<file path="src/rtl/wave_sched_ctrl.sv">
// Table-driven sequencer for the waveform generator: LOAD/BLANK/RUN per entry, decimated sample mux.
// Optional per-entry output attenuation is enabled by defining WAVE_SCHED_ATTEN_EN.
module wave_sched_ctrl #(
  parameter int unsigned DEPTH      = 4,
  parameter int unsigned DWELL_W    = 24,
  parameter int unsigned BLANK_CYC  = 4,
  parameter int unsigned SAMPLE_DIV = 50,
  localparam int unsigned AW        = (DEPTH > 1) ? $clog2(DEPTH) : 1
) (
  input  logic               clk,
  input  logic               rst,
  input  logic               cfg_we,
  input  logic [AW-1:0]      cfg_addr,
  input  logic [2:0]         cfg_wave,
  input  logic [1:0]         cfg_sel,
  input  logic [1:0]         cfg_dc,
  input  logic [DWELL_W-1:0] cfg_dwell,
  input  logic               cfg_last,
`ifdef WAVE_SCHED_ATTEN_EN
  input  logic [1:0]         cfg_atten,
`endif
  input  logic               start,
  input  logic               stop,
  input  logic               loop,
  input  logic signed [15:0] square_in,
  input  logic signed [15:0] saw_in,
  input  logic signed [15:0] trig_in,
  input  logic signed [15:0] sin_in,
  input  logic signed [15:0] ecg_in,
  output logic [1:0]         gen_sel,
  output logic [1:0]         gen_dc,
  output logic               gen_dc_in,
  output logic signed [15:0] sample_out,
  output logic               sample_valid,
  output logic [AW-1:0]      entry_idx,
  output logic               busy,
  output logic               done
);

  localparam int unsigned BW = $clog2(BLANK_CYC + 1);
  localparam int unsigned DW = $clog2(SAMPLE_DIV);

  localparam logic [2:0] StIdle  = 3'd0;
  localparam logic [2:0] StLoad  = 3'd1;
  localparam logic [2:0] StBlank = 3'd2;
  localparam logic [2:0] StRun   = 3'd3;
  localparam logic [2:0] StDone  = 3'd4;

  logic [2:0]         tbl_wave  [DEPTH];
  logic [1:0]         tbl_sel   [DEPTH];
  logic [1:0]         tbl_dc    [DEPTH];
  logic [DWELL_W-1:0] tbl_dwell [DEPTH];
  logic               tbl_last  [DEPTH];

  logic [2:0]         state_q, state_d;
  logic [AW-1:0]      idx_q, idx_d;
  logic [AW-1:0]      entry_idx_q;
  logic [1:0]         gen_sel_q, gen_dc_q;
  logic [2:0]         wave_q;
  logic [DWELL_W-1:0] dwell_q;
  logic               last_q;
  logic [BW-1:0]      blank_q;
  logic [DW-1:0]      div_q;
  logic signed [15:0] sample_q;
  logic               valid_q;
  logic               do_adv, end_seq, load_hit, capture;
  logic signed [15:0] raw_sample, sel_sample;

`ifdef WAVE_SCHED_ATTEN_EN
  logic [1:0] tbl_atten [DEPTH];
  logic [1:0] atten_q;
`endif

  // Table has no reset; contents are undefined until written.
  always_ff @(posedge clk) begin
    if (cfg_we) begin
      tbl_wave[cfg_addr]  <= cfg_wave;
      tbl_sel[cfg_addr]   <= cfg_sel;
      tbl_dc[cfg_addr]    <= cfg_dc;
      tbl_dwell[cfg_addr] <= cfg_dwell;
      tbl_last[cfg_addr]  <= cfg_last;
`ifdef WAVE_SCHED_ATTEN_EN
      tbl_atten[cfg_addr] <= cfg_atten;
`endif
    end
  end

  assign load_hit = (state_q == StLoad) && (tbl_dwell[idx_q] != '0);

  always_comb begin
    state_d = state_q;
    idx_d   = idx_q;
    do_adv  = 1'b0;
    end_seq = 1'b0;
    unique case (state_q)
      StIdle: begin
        if (start && !stop) begin
          state_d = StLoad;
          idx_d   = '0;
        end
      end
      StLoad: begin
        end_seq = tbl_last[idx_q] || (idx_q == AW'(DEPTH - 1));
        if (tbl_dwell[idx_q] == '0) do_adv = 1'b1;
        else                        state_d = StBlank;
      end
      StBlank: begin
        if (blank_q == BW'(BLANK_CYC - 1)) state_d = StRun;
      end
      StRun: begin
        end_seq = last_q || (idx_q == AW'(DEPTH - 1));
        if (dwell_q == DWELL_W'(1)) do_adv = 1'b1;
      end
      StDone:  state_d = StIdle;
      default: state_d = StIdle;
    endcase
    if (do_adv) begin
      if (end_seq) begin
        if (loop) begin
          state_d = StLoad;
          idx_d   = '0;
        end else begin
          state_d = StDone;
        end
      end else begin
        state_d = StLoad;
        idx_d   = idx_q + AW'(1);
      end
    end
    if (stop && (state_q != StIdle)) state_d = StIdle;
  end

  always_comb begin
    unique case (wave_q)
      3'd0:    raw_sample = square_in;
      3'd1:    raw_sample = saw_in;
      3'd2:    raw_sample = trig_in;
      3'd3:    raw_sample = sin_in;
      3'd4:    raw_sample = ecg_in;
      default: raw_sample = '0;
    endcase
`ifdef WAVE_SCHED_ATTEN_EN
    sel_sample = raw_sample >>> atten_q;
`else
    sel_sample = raw_sample;
`endif
  end

  // Capture one clock ahead so data and strobe leave the block aligned on RUN clock k*SAMPLE_DIV;
  // requiring the next state to be RUN drops a capture on the last RUN clock or on stop.
  assign capture = (state_q == StRun) && (state_d == StRun) && (div_q == DW'(SAMPLE_DIV - 2));

  always_ff @(posedge clk) begin
    if (rst) begin
      state_q     <= StIdle;
      idx_q       <= '0;
      entry_idx_q <= '0;
      gen_sel_q   <= '0;
      gen_dc_q    <= '0;
      wave_q      <= '0;
      dwell_q     <= '0;
      last_q      <= 1'b0;
      blank_q     <= '0;
      div_q       <= '0;
      sample_q    <= '0;
      valid_q     <= 1'b0;
`ifdef WAVE_SCHED_ATTEN_EN
      atten_q     <= '0;
`endif
    end else begin
      state_q <= state_d;
      idx_q   <= idx_d;
      if (load_hit) begin
        entry_idx_q <= idx_q;
        gen_sel_q   <= tbl_sel[idx_q];
        gen_dc_q    <= tbl_dc[idx_q];
        wave_q      <= tbl_wave[idx_q];
        dwell_q     <= tbl_dwell[idx_q];
        last_q      <= tbl_last[idx_q];
`ifdef WAVE_SCHED_ATTEN_EN
        atten_q     <= tbl_atten[idx_q];
`endif
      end else if (state_q == StRun) begin
        dwell_q <= dwell_q - DWELL_W'(1);
      end
      blank_q <= (state_q == StBlank) ? blank_q + BW'(1) : '0;
      if (state_q == StRun) div_q <= (div_q == DW'(SAMPLE_DIV - 1)) ? '0 : div_q + DW'(1);
      else                  div_q <= '0;
      valid_q <= capture;
      if (capture)                                         sample_q <= sel_sample;
      else if ((state_d == StIdle) || (state_d == StBlank)) sample_q <= '0;
    end
  end

  assign gen_sel      = gen_sel_q;
  assign gen_dc       = gen_dc_q;
  assign gen_dc_in    = (state_q == StBlank) || (state_q == StRun);
  assign busy         = (state_q == StLoad) || (state_q == StBlank) || (state_q == StRun);
  assign done         = (state_q == StDone);
  assign sample_out   = sample_q;
  assign sample_valid = valid_q;
  assign entry_idx    = entry_idx_q;

endmodule

</file>
<file path="config.mk">
export PLATFORM = sky130hd
export DESIGN_NAME = wave_sched_ctrl
export DESIGN_NICKNAME = d
export VERILOG_FILES = /design/src/rtl/wave_sched_ctrl.sv
export SDC_FILE = /design/constraint.sdc
export NUM_CORES = 1
export LEC_CHECK = 0
export BUFFER_PORTS_ARGS = -buffer_cell sky130_fd_sc_hd__clkbuf_2
export CELL_PAD_IN_SITES_DETAIL_PLACEMENT = 2
export CELL_PAD_IN_SITES_GLOBAL_PLACEMENT = 2
export CORE_UTILIZATION = 38
export CTS_CLUSTER_SIZE = 20
export DETAILED_ROUTE_END_ITERATION = 8
export PLACE_DENSITY = 0.84
export SYNTH_ARGS = -nofsm -noshare
export SYNTH_HDL_FRONTEND = slang
export SYNTH_SLANG_ARGS = --single-unit
</file>
<file path="constraint.sdc">
create_clock -name clk -period 4.2 [get_ports clk]
set_clock_uncertainty 0.05 [all_clocks]
set_input_delay 0.21 -clock clk [delete_from_list [all_inputs] [get_ports clk]]
set_output_delay 0.21 -clock clk [all_outputs]
set_load 0.01 [all_outputs]
</file>
==> flow_summary.yaml, run 1 <==
worst_setup_path:
  r2r_start: "idx_q[0]$_SDFF_PP0_"
  crit_path_top_delay_cell: "mux4_2"
  setup.worst_path.start: "idx_q[0]$_SDFF_PP0_"
  path_cells: "buf_4 > mux4_2 > nor4_2 > nand4_4 > o21ai_4 > buf_4 > nor2_1 > a211oi_1"
  endpoint: "dwell_q[15]$_SDFFE_PP0P_"
  reg2regPathDepth: 8
  crit_type: "register to register"
  worstPathRequired_ns: 4.44
  cp_common_cell: "buf_4"
  rr_endpoint: "dwell_q[15]$_SDFFE_PP0P_"
  worstSetupEndpointType: "register"
  path_max_fanout: 26
  r2r_setup_slack_ns: 0.39
  startpoint_type: "register"
  arrival_ns: 4.06
  cpPeakStageDelay_ns: 0.64
routing:
  wl_per_cell_um: 25.30
  first_iter_violations: 279
  drc: 0
  wl_mm: 27.00
  vias: 6116
  antenna_left: 0
  via_per_inst: 5.732
  dr.pass1.iters: 5
cts:
  h-tree-depth: 4
  clk_latency_ns: 0.45
  post_cts_buffers: 0
  root_buffer: "clkbuf_16"
  clock_sinks: 193
  cts_buffer_depth: 2
  postCtsHoldBufs: 33
  cts_tree: "done"
  clk_pin_slew_worst_paths_ns: 0.08
  numCtsBuffers: 17
  cts-resized-gates: 0
logic_synthesis:
  avgSynthCellArea_sq_um: 13.81
  synth_edf_count: 128
  async_reset_ff_share_pct: 0
  syn_area_sq_mm: 0.008356
  synth_cells: 605
  synth.area.top_cells: "edfxtp_1 (46%), dfxtp_1 (16%), mux4_2 (8.6%)"
  yosys_warnings: 0
  synth-main-ff-cell: "edfxtp_1"
  syn_nets: 733
  ys_ff_latch: 193
  ys_types: 53
  seq_area_frac_synth_pct: 61.58
  yosys.area.top_type: "edfxtp_1"
  synthDominantCellAreaShare_pct: 46.00
global_routing:
  antenna_found_initial: 0
  grt_pass1_wl_mm: 40.83
  grt.overflow.total: 0
  grt_pass1_vias: 6907
  track_usage_pct: 24.95
  grt_max_degree: 39
timing:
  slew_viol_final: 0
  fin_setup_tns_ns: 0
  slew_headroom_pct: 28.77
  timing.final.ws_setup_ns: 0.3879
  hold_viol: 0
  finalSetupViolCount: 0
  max_clock_freq_mhz: 262.3
  min_period_ns: 3.812
  tightest_slew_ns: 1.063
  period_share_pct: 90.76
  rsz0062_at_grt: "no"
placed_design:
  preCtsSetupSlack_ns: 0.5266
  dp.cells: 1002
  placed_cell_area_sq_mm: 0.009378
  port_buffers: 145
  routabilityCongestion: 0.8200
  place_hpwl_mm: 17.45
power_and_ir_drop:
  power.leakage_nw: 3.778
  p_per_area_mw_per_mm2: 413.0
  ir_drop_v: 0.0002714
  power.total_w: 0.004265
floorplan:
  die_y_um: 150.3
  rows: 53
  fp.dieW_um: 150.3
  start_util_pct: 39.25
  core_sq_mm: 0.02129
  ios: 146
  die-area_sq_mm: 0.02259
finish:
  area_delta_synth_final_pct: 23.59
  num_antenna_cells: 0
  final_area_sq_mm: 0.01033
  final_nets: 907
  fin_cells: 1067
  layout-drive-gt1-share_pct: 31.19
  nFillCells: 2028
run:
  max-cap-violations: 0
hold_path:
  holdPathStages: 4
  hold_class: "input port to register"
status:
  status: "finished clean"
critical path, delay by kind of cell (launching register included):
kind / cells / cell delay [ns]
and+or+nand+nor: 3 / 0.86
buffers and inverters: 2 / 0.82
AOI/OAI and AO/OA: 2 / 0.92
muxes: 1 / 0.64
DFF: 1 / 0.35
per-layer routing:
layer  track usage, %  part of all wire (%)  vias to the layer above
li1                 -                     -                     2696
met2            45.83                    53                      216
met5                0                     0                        -
met4            12.27                   3.8                        0
met1            27.61                    38                     3133
met3            4.364                   4.4                       71
worst min path at each step:
| stage | start | to | slack, ns |
|---|---|---|---|
| after floorplan | cfg_dc[0] | tbl_dc[0][0]$_DFFE_PP_ | 0.26 |
| after global placement | blank_q[0]$_SDFF_PP0_ | blank_q[0]$_SDFF_PP0_ | 0.36 |
| after detailed placement | blank_q[0]$_SDFF_PP0_ | blank_q[0]$_SDFF_PP0_ | 0.37 |
| after CTS | saw_in[15] | sample_out[15]$_SDFFE_PP0P_ | 0.12 |
| after global routing | saw_in[15] | sample_out[15]$_SDFFE_PP0P_ | 0.15 |
| final | saw_in[15] | sample_out[15]$_SDFFE_PP0P_ | 0.14 |
registers in the layout, indices dropped and copies added, names as in the netlist:
| register | count |
|---|---|
| tbl_sel | 8 |
| last_q | 1 |
| tbl_dwell | 96 |
| gen_sel | 2 |
| wave_q | 3 |
| tbl_last | 4 |
| tbl_dc | 8 |
| state_q | 3 |
| tbl_wave | 12 |
| idx_q | 2 |
| gen_dc | 2 |
| sample_out | 16 |
| dwell_q | 24 |
| blank_q | 3 |
| entry_idx | 2 |
| div_q | 6 |
| sample_valid | 1 |
cell type report:
cell class	count	area, sq um	area share [%]
sequential	193	5146	49.84
multi-input combinational	364	3019	29.24
timing repair buffer	191	1154	11.17
clock buffer	17	425.4	4.120
tap	275	344.1	3.332
clock inverter	15	192.7	1.866
inverter	12	45.04	0.4362
cells by family (layout without fill, tap and decap cells):
| logic type | after synthesis | count (layout) | synth area share, % |
|---|---|---|---|
| AND/OR/NAND/NOR | 157 | 157 | 9.988 |
| XOR/XNOR | 20 | 20 | 2.096 |
| buffers and inverters | 48 | 235 | 2.605 |
| multiplexers | 70 | 70 | 13.33 |
| flip-flops | 193 | 193 | 61.58 |
| adder cells (fa/ha/maj) | 8 | 8 | 1.198 |
| AO/OA/AOI/OAI | 109 | 109 | 9.209 |
metrics by stage:
stage | util [%] | hold WS [ns]
after global placement | 44.05 | 0.3550
after global routing | 48.51 | 0.1473
after detailed placement | 44.05 | 0.3738
after floorplan | - | 0.2589
final | 48.51 | 0.1398
after CTS | 48.51 | 0.1210
layout by cell type (no fill, tap or decap), types with 4 or more instances in the layout:
master	instances
nand3_1	7
buf_4	13
xor2_1	11
xnor2_1	9
mux4_2	32
and3_1	5
clkbuf_2	145
a21oi_1	16
clkbuf_16	17
dfxtp_1	64
inv_1	12
nor2_1	63
edfxtp_1	128
o21ai_0	10
ha_1	8
dlygate4sd3_1	33
or4_1	5
mux2_2	10
o22ai_1	17
nor4_1	6
a22o_1	17
nor3_1	4
nor4b_1	4
nand2_1	27
a211oi_1	17
mux2i_1	28
a22oi_1	17
nor2b_1	8
inv_8	5
power by group:
group / internal [W] / total, W / switching, W
registers: 0.00211 / 0.00216 / 0.0000567
clock network: 0.000911 / 0.00171 / 0.000804
logic: 0.000166 / 0.000386 / 0.000220
cell usage after synthesis (7+ instances only):
library cell and number:
a22oi_1 17, dfxtp_1 65, xnor2_1 9, inv_1 12
mux2_2 10, mux2i_1 28, clkbuf_1 23, o22ai_1 17
ha_1 8, edfxtp_1 128, nor2_1 65, a22o_1 17
nand3_1 7, a211oi_1 17, nand2_1 27, mux4_2 32
o21ai_0 10, nor2b_1 8, xor2_1 11, a21oi_1 16
Note: power is estimated with default switching activity, not from simulation.
==> run 2: changes to the inputs <==
--- a/config.mk
+++ b/config.mk
@@ -8,10 +8,10 @@
 export BUFFER_PORTS_ARGS = -buffer_cell sky130_fd_sc_hd__clkbuf_2
 export CELL_PAD_IN_SITES_DETAIL_PLACEMENT = 2
 export CELL_PAD_IN_SITES_GLOBAL_PLACEMENT = 2
-export CORE_UTILIZATION = 38
+export CORE_UTILIZATION = 41
 export CTS_CLUSTER_SIZE = 20
 export DETAILED_ROUTE_END_ITERATION = 8
-export PLACE_DENSITY = 0.84
+export PLACE_DENSITY = 0.89
 export SYNTH_ARGS = -nofsm -noshare
 export SYNTH_HDL_FRONTEND = slang
 export SYNTH_SLANG_ARGS = --single-unit
==> constraint.sdc (replaced) <==
create_clock -name clk -period 4.84 [get_ports clk]
set_clock_uncertainty 0.05 [all_clocks]
set_input_delay 0.242 -clock clk [delete_from_list [all_inputs] [get_ports clk]]
set_output_delay 0.242 -clock clk [all_outputs]
set_load 0.01 [all_outputs]
==> flow_summary.yaml, run 2 (synthesis results as in run 1) <==
global_routing:
  antenna_found_initial: 0
  track_usage_pct: 28.27
  grt_pass1_wl_mm: 42.03
  grt_max_degree: 39
  grt_pass1_vias: 6830
  grt.overflow.total: 0
worst_setup_path:
  worstSetupEndpointType: "register"
  cp_top_family: "compound AO/OA/AOI/OAI gates"
  crit_buf_inv: 1
  cpPeakStageDelay_ns: 1.04
  startpoint_type: "register"
  arrival_ns: 4.67
  crit_type: "register to register"
  worstPathRequired_ns: 5.10
  path_max_fanout: 27
  path_cells: "mux4_2 > nor4_2 > nand4_4 > o21ai_4 > buf_4 > nor2_1 > a211oi_1"
  crit_path_top_delay_cell: "dfxtp_2"
placed_design:
  preCtsSetupSlack_ns: 0.5045
  port_buffers: 145
  routabilityCongestion: 0.8375
  place_hpwl_mm: 17.75
finish:
  area_delta_synth_final_pct: 22.46
  layout-drive-gt1-share_pct: 30.99
  layout_common_cells: "clkbuf_2 (145), edfxtp_1 (128), dfxtp_1 (64)"
  largest-register: "tbl_dwell"
  largest_register_ffs: 96
  final_common_cell: "clkbuf_2"
  num_antenna_cells: 0
  final_nets: 899
timing:
  timing.final.ws_setup_ns: 0.4267
  slew_viol_final: 0
  tightest_slew_ns: 1.073
  hold_ws_ns: 0.02824
  period_share_pct: 91.18
  fin_setup_tns_ns: 0
  rsz0062_at_grt: "no"
  finalSetupViolCount: 0
  hold_viol: 0
  min_period_ns: 4.413
  max_clock_freq_mhz: 226.6
  slew_headroom_pct: 28.11
cts:
  numCtsBuffers: 17
  root_buffer: "clkbuf_16"
  clk_latency_ns: 0.45
  cts_buffer_depth: 2
  clock_sinks: 193
  post_cts_buffers: 0
  clk_pin_slew_worst_paths_ns: 0.08
  h-tree-depth: 4
  cts_tree: "done"
floorplan:
  rows: 51
  core_sq_mm: 0.01972
  die-area_sq_mm: 0.02095
  start_util_pct: 42.38
  ios: 146
  die_y_um: 144.8
  fp.dieW_um: 144.8
routing:
  wl_per_cell_um: 26.78
  via_per_inst: 5.838
  dr.pass1.iters: 4
  first_iter_violations: 331
  antenna_left: 0
  wl_mm: 28.09
  drc: 0
  vias: 6124
hold_path:
  hold_class: "input port to register"
status:
  status: "finished clean"
run:
  max-cap-violations: 0
power_and_ir_drop:
  ir_drop_v: 0.0002708
  power.leakage_nw: 3.727
  p_per_area_mw_per_mm2: 362.1
-- run 2: cell count changes in the layout (fill, tap and decap cells not counted), moves of 2 or more --
cell           before  now
clkinv_8            2    0
dlygate4sd3_1      33   29
inv_8               5    0
buf_4              13    9
clkinvlp_4          0    2
inv_6               2    5
-- run 2: final timing paths --
check / start / to / slack [ns] / depth (start not counted)
worst min-delay path: cfg_wave[1] / tbl_wave[2][1]$_DFFE_PP_ / 0.03 / 1
worst max register to register: idx_q[0]$_SDFF_PP0_ / dwell_q[11]$_SDFFE_PP0P_ / 0.43 / 7
worst min register to register: blank_q[0]$_SDFF_PP0_ / blank_q[0]$_SDFF_PP0_ / 0.38 / 1
worst max-delay path: idx_q[0]$_SDFF_PP0_ / dwell_q[11]$_SDFFE_PP0P_ / 0.43 / 7
-- run 2: repair_timing --
action / in CTS / in global routing
resized for setup: 0 / 0
hold buffers: 29 / 0
endpoints found under the setup margin: 0 / 0
endpoints found under the hold margin: 116 / 0
-- run 2: per-stage QoR --
stage          util [%]  power [W]  instance area, sq um  instances
3_3_place_gp      47.34   0.002169                  9335        988
4_1_cts           51.88   0.003725                 10230       1049
2_1_floorplan         -   0.002059                  8356        605
3_5_place_dp      47.34   0.002208                  9335        988
6_report          51.89   0.003705                 10230       1049
5_1_grt           51.89   0.003812                 10230       1049
-- run 2: layout make-up --
type / count / area [sq um]
Clock buffer: 18 / 429.2
Sequential cell: 193 / 5146
Fill cell: 1846 / 9485
Multi-Input combinational cell: 364 / 3022
Tap cell: 265 / 331.6
Timing Repair Buffer: 183 / 1084
Clock inverter: 14 / 175.2
Inverter: 12 / 45.04
-- run 2: per-layer routing --
layer | global-route usage (%) | up-vias | part of all wire, %
met3 | 5.429 | 69 | 4.9
li1 | - | 2668 | -
met1 | 32.80 | 3140 | 39
met2 | 50.10 | 247 | 53
met4 | 13.63 | 0 | 3.6
met5 | 0 | - | 0
-- run 2: report_power, final --
group | internal (W) | leakage [nW] | switching, W | total [W]
registers | 0.00183 | 1.70 | 0.0000502 | 0.00188
logic | 0.000138 | 1.73 | 0.000192 | 0.000330
clock network | 0.000821 | 0.290 | 0.000675 | 0.00150
total | 0.00279 | 3.73 | 0.000917 | 0.00370
